## src/rtl/memwb_pkg.sv

```systemverilog
// memwb_pkg: shared types and default widths for the MEM->WB pipeline register.
package memwb_pkg;
  localparam int MEMWB_WIDTH        = 32;
  localparam int MEMWB_REG_ADDR_W   = 5;
  localparam int MEMWB_RESULT_SRC_W = 2;
  localparam int MEMWB_CNT_W        = 16;
  typedef struct packed {
    logic                          reg_write;
    logic [MEMWB_RESULT_SRC_W-1:0] result_src;
    logic [MEMWB_WIDTH-1:0]        read_data;
    logic [MEMWB_WIDTH-1:0]        alu_result;
    logic [MEMWB_REG_ADDR_W-1:0]   rd;
    logic [MEMWB_WIDTH-1:0]        pc_plus4;
    logic [MEMWB_WIDTH-1:0]        imm_ext;
  } memwb_payload_t;
  typedef enum logic [1:0] {
    EMPTY = 2'd0,
    HEAD  = 2'd1,
    FULL  = 2'd2
  } memwb_state_e;
endpackage

```

## src/rtl/memwb_stall_cnt.sv

```systemverilog
// memwb_stall_cnt: saturating stall-cycle counter shared by the stage registers.
module memwb_stall_cnt #(
  parameter int CNT_W = 16
) (
  input  logic             clk,
  input  logic             rst_n,
  input  logic             inc,
  output logic [CNT_W-1:0] count
);
  always_ff @(posedge clk or negedge rst_n)
    if (!rst_n) count <= '0;
    else if (inc && !(&count)) count <= count + 1'b1;
endmodule

```

## src/rtl/memwb_pipe_reg.sv

```systemverilog
// memwb_pipe_reg: MEM->WB register with valid/ready handshake, flush and stall counter.
// Define MEMWB_SKID_EN for the two-entry skid variant with a registered ReadyM.
module memwb_pipe_reg
  import memwb_pkg::*;
#(
  parameter int WIDTH        = 32,
  parameter int REG_ADDR_W   = 5,
  parameter int RESULT_SRC_W = 2,
  parameter int CNT_W        = 16
) (
  input  logic                    clk,
  input  logic                    rst_n,
  input  logic                    ValidM,
  output logic                    ReadyM,
  input  logic                    RegWriteM,
  input  logic [RESULT_SRC_W-1:0] ResultSrcM,
  input  logic [WIDTH-1:0]        ReadDataM,
  input  logic [WIDTH-1:0]        ALUResultM,
  input  logic [REG_ADDR_W-1:0]   RdM,
  input  logic [WIDTH-1:0]        PCPlus4M,
  input  logic [WIDTH-1:0]        ImmExtM,
  input  logic                    FlushW,
  output logic                    ValidW,
  input  logic                    ReadyW,
  output logic                    RegWriteW,
  output logic [RESULT_SRC_W-1:0] ResultSrcW,
  output logic [WIDTH-1:0]        ReadDataW,
  output logic [WIDTH-1:0]        ALUResultW,
  output logic [REG_ADDR_W-1:0]   RdW,
  output logic [WIDTH-1:0]        PCPlus4W,
  output logic [WIDTH-1:0]        ImmExtW,
  output logic [CNT_W-1:0]        StallCount
);
  localparam int PW = 1 + RESULT_SRC_W + 4 * WIDTH + REG_ADDR_W;
  memwb_state_e  state, state_next;
  logic [PW-1:0] in_pl, main_q, main_d;
  logic          acc, del, reg_write_q;
  assign in_pl  = {RegWriteM, ResultSrcM, ReadDataM, ALUResultM, RdM, PCPlus4M, ImmExtM};
  assign ValidW = state != EMPTY;
  assign acc    = ValidM && ReadyM;
  assign del    = ValidW && ReadyW;
`ifdef MEMWB_SKID_EN
  logic [PW-1:0] skid_q, skid_d;
  // ReadyM decodes registered state only, so WB back-pressure never reaches MEM combinationally.
  assign ReadyM = state != FULL;
  always_comb begin
    state_next = state;
    main_d     = main_q;
    skid_d     = skid_q;
    case (state)
      EMPTY: if (acc) begin
        state_next = HEAD;
        main_d     = in_pl;
      end
      HEAD: if (acc && del) main_d = in_pl;
      else if (acc) begin
        state_next = FULL;
        skid_d     = in_pl;
      end
      else if (del) state_next = EMPTY;
      FULL: if (del) begin
        state_next = HEAD;
        main_d     = skid_q;
      end
      default: state_next = EMPTY;
    endcase
    if (FlushW) state_next = EMPTY;
  end
  always_ff @(posedge clk or negedge rst_n)
    if (!rst_n) skid_q <= '0;
    else skid_q <= skid_d;
`else
  assign ReadyM = !ValidW || ReadyW;
  always_comb begin
    state_next = FlushW ? EMPTY : acc ? HEAD : del ? EMPTY : state;
    main_d     = acc ? in_pl : main_q;
  end
`endif
  always_ff @(posedge clk or negedge rst_n)
    if (!rst_n) begin
      state  <= EMPTY;
      main_q <= '0;
    end else begin
      state  <= state_next;
      main_q <= main_d;
    end
  assign {reg_write_q, ResultSrcW, ReadDataW, ALUResultW, RdW, PCPlus4W, ImmExtW} = main_q;
  // Bubbles and x0 destinations must never produce a register-file write.
  assign RegWriteW = reg_write_q && ValidW && (RdW != '0);
  memwb_stall_cnt #(.CNT_W(CNT_W)) u_stall_cnt (
    .clk  (clk),
    .rst_n(rst_n),
    .inc  (ValidW && !ReadyW),
    .count(StallCount)
  );
endmodule

```

## config.mk

```make
export PLATFORM = sky130hd
export DESIGN_NAME = memwb_pipe_reg
export DESIGN_NICKNAME = d
export VERILOG_FILES = /design/src/rtl/memwb_pkg.sv /design/src/rtl/memwb_stall_cnt.sv /design/src/rtl/memwb_pipe_reg.sv
export SDC_FILE = /design/constraint.sdc
export NUM_CORES = 1
export LEC_CHECK = 0
export CORE_MARGIN = 2
export CORE_UTILIZATION = 40
export CTS_BUF_LIST = sky130_fd_sc_hd__clkbuf_4 sky130_fd_sc_hd__clkbuf_8
export DETAILED_ROUTE_END_ITERATION = 16
export PLACE_DENSITY = 0.77
export SLEW_MARGIN = 20
export SYNTH_ARGS = -nofsm -noshare
export SYNTH_HDL_FRONTEND = slang
export SYNTH_SLANG_ARGS = --single-unit
export TNS_END_PERCENT = 5
```

## constraint.sdc

```tcl
create_clock -name clk -period 4.7 [get_ports clk]
set_clock_uncertainty 0.15 [all_clocks]
set_input_delay 1.175 -clock clk [delete_from_list [all_inputs] [get_ports clk]]
set_output_delay 1.175 -clock clk [all_outputs]
set_load 0.02 [all_outputs]
```

==> run metrics, run 1 <==
initial antenna violation count=0; setup bufs post-CTS=0; Setup crit end kind=output port; Startpoint Class=input pin; top cells by instance count after synthesis=dfrtp_1 (153), buf_4 (139), mux2_2 (137); VDD IR max=about 0.00024 V; post-synth cell types=36; Worst Path Class, Setup=input pin to output port; DRT iter0 DRCs=~110; WHS=roughly 0.36 ns; total power=about 3600 uW; Max Fclk=255.6 MHz; Hold Crit Class=flop to flop; CTS Sinks=~150; Slew Limit Fails=0; CTS max path bufs=2; RSZ-0062 raised after global routing=false; number of synthesized flops with an enable pin=0; Total GRT Usage=approximately 16%; Tmin final=around 3.9 ns; Routed Antenna Nets=0; ys async rst share=100.0%; diodes inserted=0; hold-fix buffers at CTS=0; Num CTS Buffers=17; Slew @ Worst Pin=between 0.5 and 0.6 ns; htree depth=4; starting density of the core=between 40% and 50%; setup TNS=0 ns; Ports=approximately 300; sequential-to-total area share from yosys stat=~55%; Synth area leader=dfrtp_1; die area=approximately 18000 um^2; vias per cell=about 4.5; chip width=approximately 140 um; vias in the first global route=4366; Main synth FF type=dfrtp_1; cell area after synthesis=slightly below 7000 um^2; Yosys warning total=0; Setup violations, final=0; crit-path max FO=6; Root Driver=clkbuf_8; CTS tree=built; count leader, synth=dfrtp_1; Leak=slightly below 0.004 uW; Worst-path clk slew=0.08 ns; proportion of layout cells with a drive suffix above 1=~27%; WL/cell=about 16 um; Area contributors post-synth=dfrtp_1 (55%), mux2_2 (22%), buf_4 (15%), xor2_1 (1.1%), buf_2 (0.72%); gp weighted congestion=0.8069; PD cells=381.7 nW/um^2; PortBufs=~300; Worst EP required=3.38 ns; CP arrival=2.59 ns; Period Utilization, post-route=between 80% and 90%; chip height=135.4 um; # nets final=808; vias=between 4000 and 5000; final core occ=a little under three fifths; largest net degree at the start of global routing=100; DR pass1 iterations=4; post-DP HPWL=11280 um; Routed WL=approximately 15000 um; core area=~17000 um^2; GR Overflow Total=0; Worst slew margin=64.45%; clock latency on the worst-skew pair=0.44 ns; Max Cap Viol=0; first-pass GRT wire length=~23000 um; Mean Syn Cell Area=13.84 um^2; area share of the largest cell type after synthesis=55.43%; FP Rows=48; # DRC=0; area delta synth->final=38.15%; Synth Instances=499; post-synthesis register bit count=roughly 150; final hold vios=0; status=finished, final reports clean; Mapped Nets=approximately 640; CTS resizes=0
[state kept, by name, indices dropped and copies added, names as in the netlist]
name and cells:
state 1, main_q 136, u_stall_cnt.count 16
[power breakdown]
group          leakage (uW)  internal (uW)  switching [uW]
clock              0.000216            603             474
sequential          0.00182           1480             112
combinational       0.00190            542             426
[worst max-delay path, stage by stage]
cell and delay [ns]:
clkdlybuf4s50_1 0.46, and2b_4 0.21, inv_2 0.12, clkdlybuf4s50_1 0.62
[cell families after synthesis]
logic type / synth area share (%)
AO/OA/AOI/OAI: 0.7972
XOR/XNOR: 1.395
adder cells (fa/ha/maj): 0.1811
buffers and inverters: 15.89
flip-flops: 55.43
multiplexers: 22.55
AND/OR/NAND/NOR: 3.750
[path summary, 6_finish.rpt]
check	slack [ns]	end	cells after the start	from
min reg2reg	0.36	main_q[28]	1	main_q[28]
min	0.36	main_q[28]	1	main_q[28]
max	0.79	ReadyM	4	ReadyW
max in group asynchronous	2.94	main_q[19]	2	rst_n
max reg2reg	2.68	u_stall_cnt.count[1]	5	u_stall_cnt.count[0]
min in group asynchronous	0.53	main_q[78]	1	rst_n
[layout by cell type, fill, tap and decap left out, types with 2 or more instances in the layout]
cell type,n
clkdlybuf4s50_1,293
dfrtp_1,153
mux2_2,137
clkbuf_8,18
xor2_1,9
nand2_1,7
nor2_1,6
nand3_1,4
bufinv_16,4
buf_12,3
nand4_1,2
nor3_1,2
nand4b_1,2
xnor2_1,2
nor3b_1,2
a21oi_1,2
clkbuf_4,2
clkinvlp_4,2
clkinv_4,2
clkinv_2,2
[metal layers]
layer	GRT usage (%)	vias to the layer above	part of all wire (%)
met5	0	-	0
met4	5.613	0	1.5
met3	7.071	16	10
met1	18.14	1971	38
li1	-	1906	-
met2	27.50	191	51
[through the flow]
step                setup slack [ns]  cells  cell area (um^2)
floorplan                      1.859    499              6907
global placement              0.7885    872              9107
detailed placement            0.7811    872              9107
CTS                           0.7855    903              9542
global route                  0.7559    903              9542
finish                        0.7874    903              9542
[layout make-up]
cell class              count  area (um^2)
multi-input cells         196         1989
flip-flops and latches    153         3829
fillers                  1381         7575
well taps                 225        281.5
repair buffers            297         3004
clock buffers              20        262.8
inverters                   1        3.754
clock inverters            11        171.4
(Power assumes the default switching activity.)
==> inputs of run 2 (changes only) <==
clock period = 4 ns   (was 4.7 ns; I/O delays follow)
==> run 2 against run 1 <==
  * Worst hold slack is essentially flat
  * Non-clock buffer count grew 4
  * Design area grew 0.51%
  * Worst setup slack lost 0.36 ns
  * Highest routed layer unchanged
  * Largest cell class unchanged
  * Clock-buffer cell count grew 1
  * Cell count grew 0.55%
  * Largest power group unchanged
==> run metrics, run 2 (synthesized netlist as in run 1, its figures left out) <==
Worst slew margin=49.17% (-15 points); max reg flops=136 (unchanged); WP buf/inv=3 (unchanged); Slew Limit Fails=0 (unchanged); clock latency on the worst-skew pair=0.44 ns (about the same); CTS Sinks=153 (unchanged); total power=4376 uW (+20%); commonest cells after routing, fill and taps aside=clkdlybuf4s50_1 (293), dfrtp_1 (153), mux2_2 (137), clkbuf_8 (18), xor2_1 (9); chip height=135.4 um (unchanged); first-pass GRT wire length=23290 um (+2.2%); Tmin final=between 3 and 4 ns; slowest CP cell=clkdlybuf4s50_1; Leak=0.003959 uW (+0.63%); diodes inserted=0 (unchanged); top register by number of flip-flops=main_q; crit-path max FO=6 (unchanged); VDD IR max=0.0003203 V (+36%); htree depth=4 (unchanged); pre-CTS WS=0.4276 ns (-0.3535 ns); Setup violations, final=0 (unchanged); starting density of the core=40.35% (unchanged); biggest regs=main_q: 136 flops, u_stall_cnt.count: 16 flops, state: 1 flops; # nets final=812 (+0.50%); DRT iter0 DRCs=173 (+53%); Max Fclk=about 280 MHz; Worst-path clk slew=0.07 ns (about the same); CP arrival=2.42 ns (-0.17 ns); commonest non-fill, non-tap cell in the layout=clkdlybuf4s50_1; Num CTS Buffers=17 (unchanged); setup bufs post-CTS=0 (unchanged); CTS tree=built; vias=4237 (+3.7%); Worst path top cell family by delay=buffers and inverters; initial antenna violation count=0 (unchanged); Routed Antenna Nets=0 (unchanged); Setup crit end kind=output port; final hold vios=0 (unchanged); WL/cell=16.78 um (+2.0%); vias per cell=4.666 (+3.2%); Total GRT Usage=16.58% (+0.41 points); final instance area=9590 um^2 (+0.51%); setup ws final=0.4256 ns (-0.3618 ns); Max Cap Viol=0 (unchanged); area delta synth->final=38.86%; Worst Path Class, Setup=input pin to output port; Slowest Stage Delay on Critical Path=0.63 ns (about the same); Routed WL=15230 um (+2.5%); Ports=295 (unchanged); FP Rows=48 (unchanged); hold-fix buffers at CTS=0 (unchanged); status=finished, final reports clean; GR Overflow Total=0 (unchanged); chip width=135.4 um (unchanged); DR pass1 iterations=4 (unchanged); Period Utilization, post-route=89.36%; core area=17120 um^2 (unchanged); Worst EP required=2.85 ns (-0.53 ns); setup TNS=0 ns (unchanged); Root Driver=clkbuf_8; Startpoint Class=input pin; die area=18330 um^2 (unchanged); final core occ=56.03% (+0.29 points); proportion of layout cells with a drive suffix above 1=27.38% (+0.54 points); CTS max path bufs=2 (unchanged); post-DP HPWL=11480 um (+1.9%); largest net degree at the start of global routing=84 (-16%); most frequent CP cell=clkdlybuf4s50_1; PortBufs=294 (unchanged); placed inst area=9125 um^2 (+0.19%); # DRC=0 (unchanged); Slew @ Worst Pin=0.7624 ns (+0.2291 ns); vias in the first global route=4479 (+2.6%); PD cells=456.3 nW/um^2 (+20%); RSZ-0062 raised after global routing=false; CTS resizes=0 (unchanged); crit-path cells=clkdlybuf4s50_1 > and2b_4 > inv_2 > clkdlybuf4s50_1; Hold Crit Class=flop to flop; gp weighted congestion=0.8216 (+1.8%); R2R setup slack=1.95 ns (-0.73 ns)
run 2: changes by cell type in the layout (fill, tap and decap cells not counted):
| cell | previous run | this run |
|---|---|---|
| buf_4 | 0 | 5 |
| buf_12 | 3 | 2 |
| bufinv_16 | 4 | 5 |
| clkbuf_4 | 2 | 3 |
| clkinv_2 | 2 | 1 |
| clkinvlp_4 | 2 | 3 |
| inv_6 | 1 | 0 |
run 2: path summary, 6_finish.rpt:
kind,startpoint,to,cells past startpoint
min in group asynchronous,rst_n,main_q[79],1
worst max register to register,u_stall_cnt.count[0],u_stall_cnt.count[1],5
worst min-delay path,main_q[55],main_q[55],1
worst max-delay path,ReadyW,ReadyM,4
worst min register to register,main_q[55],main_q[55],1
max in group asynchronous,rst_n,main_q[55],2
run 2: area by class of cell:
type	count	area (um^2)
repair buffers	301	3022
fillers	1419	7526
clock inverters	11	195.2
well taps	225	281.5
inverters	1	3.754
flip-flops and latches	153	3829
multi-input cells	196	1989
clock buffers	21	270.3
run 2: stage by stage:
step | cells | hold slack [ns]
4_1_cts | 908 | 0.3604
3_3_place_gp | 876 | 0.3360
2_1_floorplan | 499 | 0.3300
5_1_grt | 908 | 0.3654
3_5_place_dp | 876 | 0.3421
6_report | 908 | 0.3553
run 2: report_power, final:
| part | switching [uW] | internal [uW] |
|---|---|---|
| Combinational | 510 | 640 |
| Clock | 570 | 781 |
| Sequential | 132 | 1740 |
| Total | 1210 | 3160 |
run 2: per-layer routing:
metal,share of wire (%),routed length [um],up-vias,track usage [%]
met5,0,0,-,0
met3,9.9,1515,20,7.482
met1,37,5704,2097,17.91
li1,-,-,1913,-
met4,1.8,270,0,6.308
met2,51,7742,207,28.57
==> inputs of run 3 (changes only) <==
CORE_MARGIN = 10   (was 2)
==> run 3 against run 2 <==
  * Critical endpoint unchanged
  * Flip-flop and latch count unchanged
  * Register-to-register slack improved by 0.05 ns
  * Power decreased by 4.0%
  * Highest routed layer unchanged
  * Largest power group unchanged
  * Critical path depth unchanged
  * Largest cell class unchanged
==> run metrics, run 3 (synthesized netlist as in run 1, its figures left out) <==
hold-fix buffers at CTS=0 (unchanged); # DRC=0 (unchanged); commonest cells after routing, fill and taps aside=clkdlybuf4s50_1 (293), dfrtp_1 (153), mux2_2 (137), clkbuf_8 (19), xor2_1 (9); Sw Ratio=28.94% (+1.3 points); CTS Sinks=153 (unchanged); final hold vios=0 (unchanged); Max Fclk=278.0 MHz (-0.61%); Flop pwr share=44.7% (+1.8 points); proportion of layout cells with a drive suffix above 1=27.06% (-0.32 points); Routed Antenna Nets=0 (unchanged); Setup crit end kind=output port; VDD IR max=0.0002424 V (-24%); vias=4162 (-1.8%); diodes inserted=0 (unchanged); initial antenna violation count=0 (unchanged); Leak=0.003923 uW (-0.91%); vias per cell=4.624 (-0.90%); gp weighted congestion=0.8278 (+0.75%); Setup violations, final=0 (unchanged); post-placement cell count=869 (-0.80%); post-DP HPWL=13760 um (+20%); Tmin final=3.597 ns (+0.02210 ns); die area=22920 um^2 (+25%); Num CTS Buffers=17 (unchanged); CTS max path bufs=2 (unchanged); CP arrival=2.45 ns (+0.03 ns); PortBufs=294 (unchanged); Worst-path clk slew=0.08 ns (about the same); core area=16760 um^2 (-2.1%); Startpoint Class=input pin; commonest non-fill, non-tap cell in the layout=clkdlybuf4s50_1; CTS tree=built; Max Cap Viol=0 (unchanged); clock latency on the worst-skew pair=0.43 ns (about the same); setup bufs post-CTS=0 (unchanged); Slew @ Worst Pin=0.7759 ns (+0.01355 ns); GR Overflow Total=0 (unchanged); largest net degree at the start of global routing=85 (+1.2%); # nets final=810 (-0.25%); status=finished, final reports clean; Comb pwr share=27.6% (+1.3 points); Hold Crit Class=flop to flop; Slew Limit Fails=0 (unchanged); chip height=151.4 um (+12%); Period Utilization, post-route=89.91% (+0.55 points); FP Rows=47 (-2.1%); top register by number of flip-flops=main_q; RSZ-0062 raised after global routing=false; Clock Power Share=27.8% (-3.1 points); DR pass1 iterations=5 (+1); Root Driver=clkbuf_8; vias in the first global route=4742 (+5.9%); setup TNS=0 ns (unchanged); starting density of the core=41.21% (+0.86 points); max reg flops=136 (unchanged); switching power=1215 uW (+0.31%); chip width=151.4 um (+12%); biggest regs=main_q: 136 flops, u_stall_cnt.count: 16 flops, state: 1 flops; fin cells=900 (-0.88%); CTS resizes=0 (unchanged); Routed WL=17450 um (+15%); area delta synth->final=37.72%; first-pass GRT wire length=26380 um (+13%); Ports=295 (unchanged); Worst EP required=2.85 ns (about the same); htree depth=4 (unchanged); PD cells=441.4 nW/um^2 (-3.3%); Internal=2984 uW (-5.7%); WL/cell=19.39 um (+16%); Worst slew margin=48.27% (-0.90 points); Worst Path Class, Setup=input pin to output port; DRT iter0 DRCs=86 (-50%); crit-path max FO=6 (unchanged); Total GRT Usage=14.86% (-1.7 points)
run 3: cell count changes in the layout (fill, tap and decap cells not counted):
| cell | before | now |
|---|---|---|
| inv_6 | 0 | 2 |
| bufinv_16 | 5 | 2 |
| buf_12 | 2 | 3 |
| clkbuf_4 | 3 | 2 |
| clkinv_4 | 2 | 1 |
| buf_4 | 5 | 2 |
| clkbuf_8 | 18 | 19 |
| clkinv_2 | 1 | 2 |
run 3: worst paths after layout:
kind / from / endpoint / slack (ns) / cells past startpoint
max: ReadyW / ReadyM / 0.40 / 4
min: main_q[0] / main_q[0] / 0.36 / 1
max reg2reg: u_stall_cnt.count[0] / u_stall_cnt.count[1] / 2.00 / 5
min reg2reg: main_q[0] / main_q[0] / 0.36 / 1
max in group asynchronous: rst_n / u_stall_cnt.count[8] / 2.34 / 2
min in group asynchronous: rst_n / main_q[79] / 0.44 / 1
run 3: metrics by stage:
| stage | instance area [um^2] | total power [uW] | hold WS (ns) | util [%] | setup WS [ns] |
|---|---|---|---|---|---|
| floorplan | 6907 | 2640 | 0.3300 | - | 1.509 |
| global placement | 9116 | 3041 | 0.3362 | 54.39 | 0.4215 |
| detailed placement | 9116 | 3083 | 0.3424 | 54.39 | 0.4048 |
| CTS | 9512 | 4269 | 0.3607 | 56.75 | 0.3957 |
| global route | 9512 | 4410 | 0.3662 | 56.75 | 0.3683 |
| finish | 9512 | 4199 | 0.3562 | 56.75 | 0.4035 |
run 3: power by group through the flow:
stage	combinational, uW	sequential (uW)	clock [uW]
2_1_floorplan	742	1900	0
3_3_place_gp	1160	1890	0
3_5_place_dp	1180	1910	0
4_1_cts	1180	1880	1210
5_1_grt	1230	1900	1280
6_report	1160	1880	1170
run 3: layout make-up:
type,count,area [um^2]
sequential,153,3829
fill,1376,7248
timing repair buffer,299,3019
clock inverter,10,118.9
multi-input combinational,196,1989
clock buffer,21,276.5
inverter,1,3.754
tap,220,275.3
run 3: metal layers:
| metal | vias to the layer above | GRT usage [%] | part of all wire [%] |
|---|---|---|---|
| met4 | 0 | 5.342 | 1.9 |
| met5 | - | 0 | 0 |
| li1 | 1900 | - | - |
| met2 | 199 | 25.48 | 51 |
| met1 | 2038 | 15.23 | 35 |
| met3 | 25 | 7.607 | 12 |
run 3: worst max-delay path, cell delays in order:
cell and delay [ns]:
clkdlybuf4s50_1 0.49, and2b_4 0.22, inv_2 0.12, clkdlybuf4s50_1 0.62
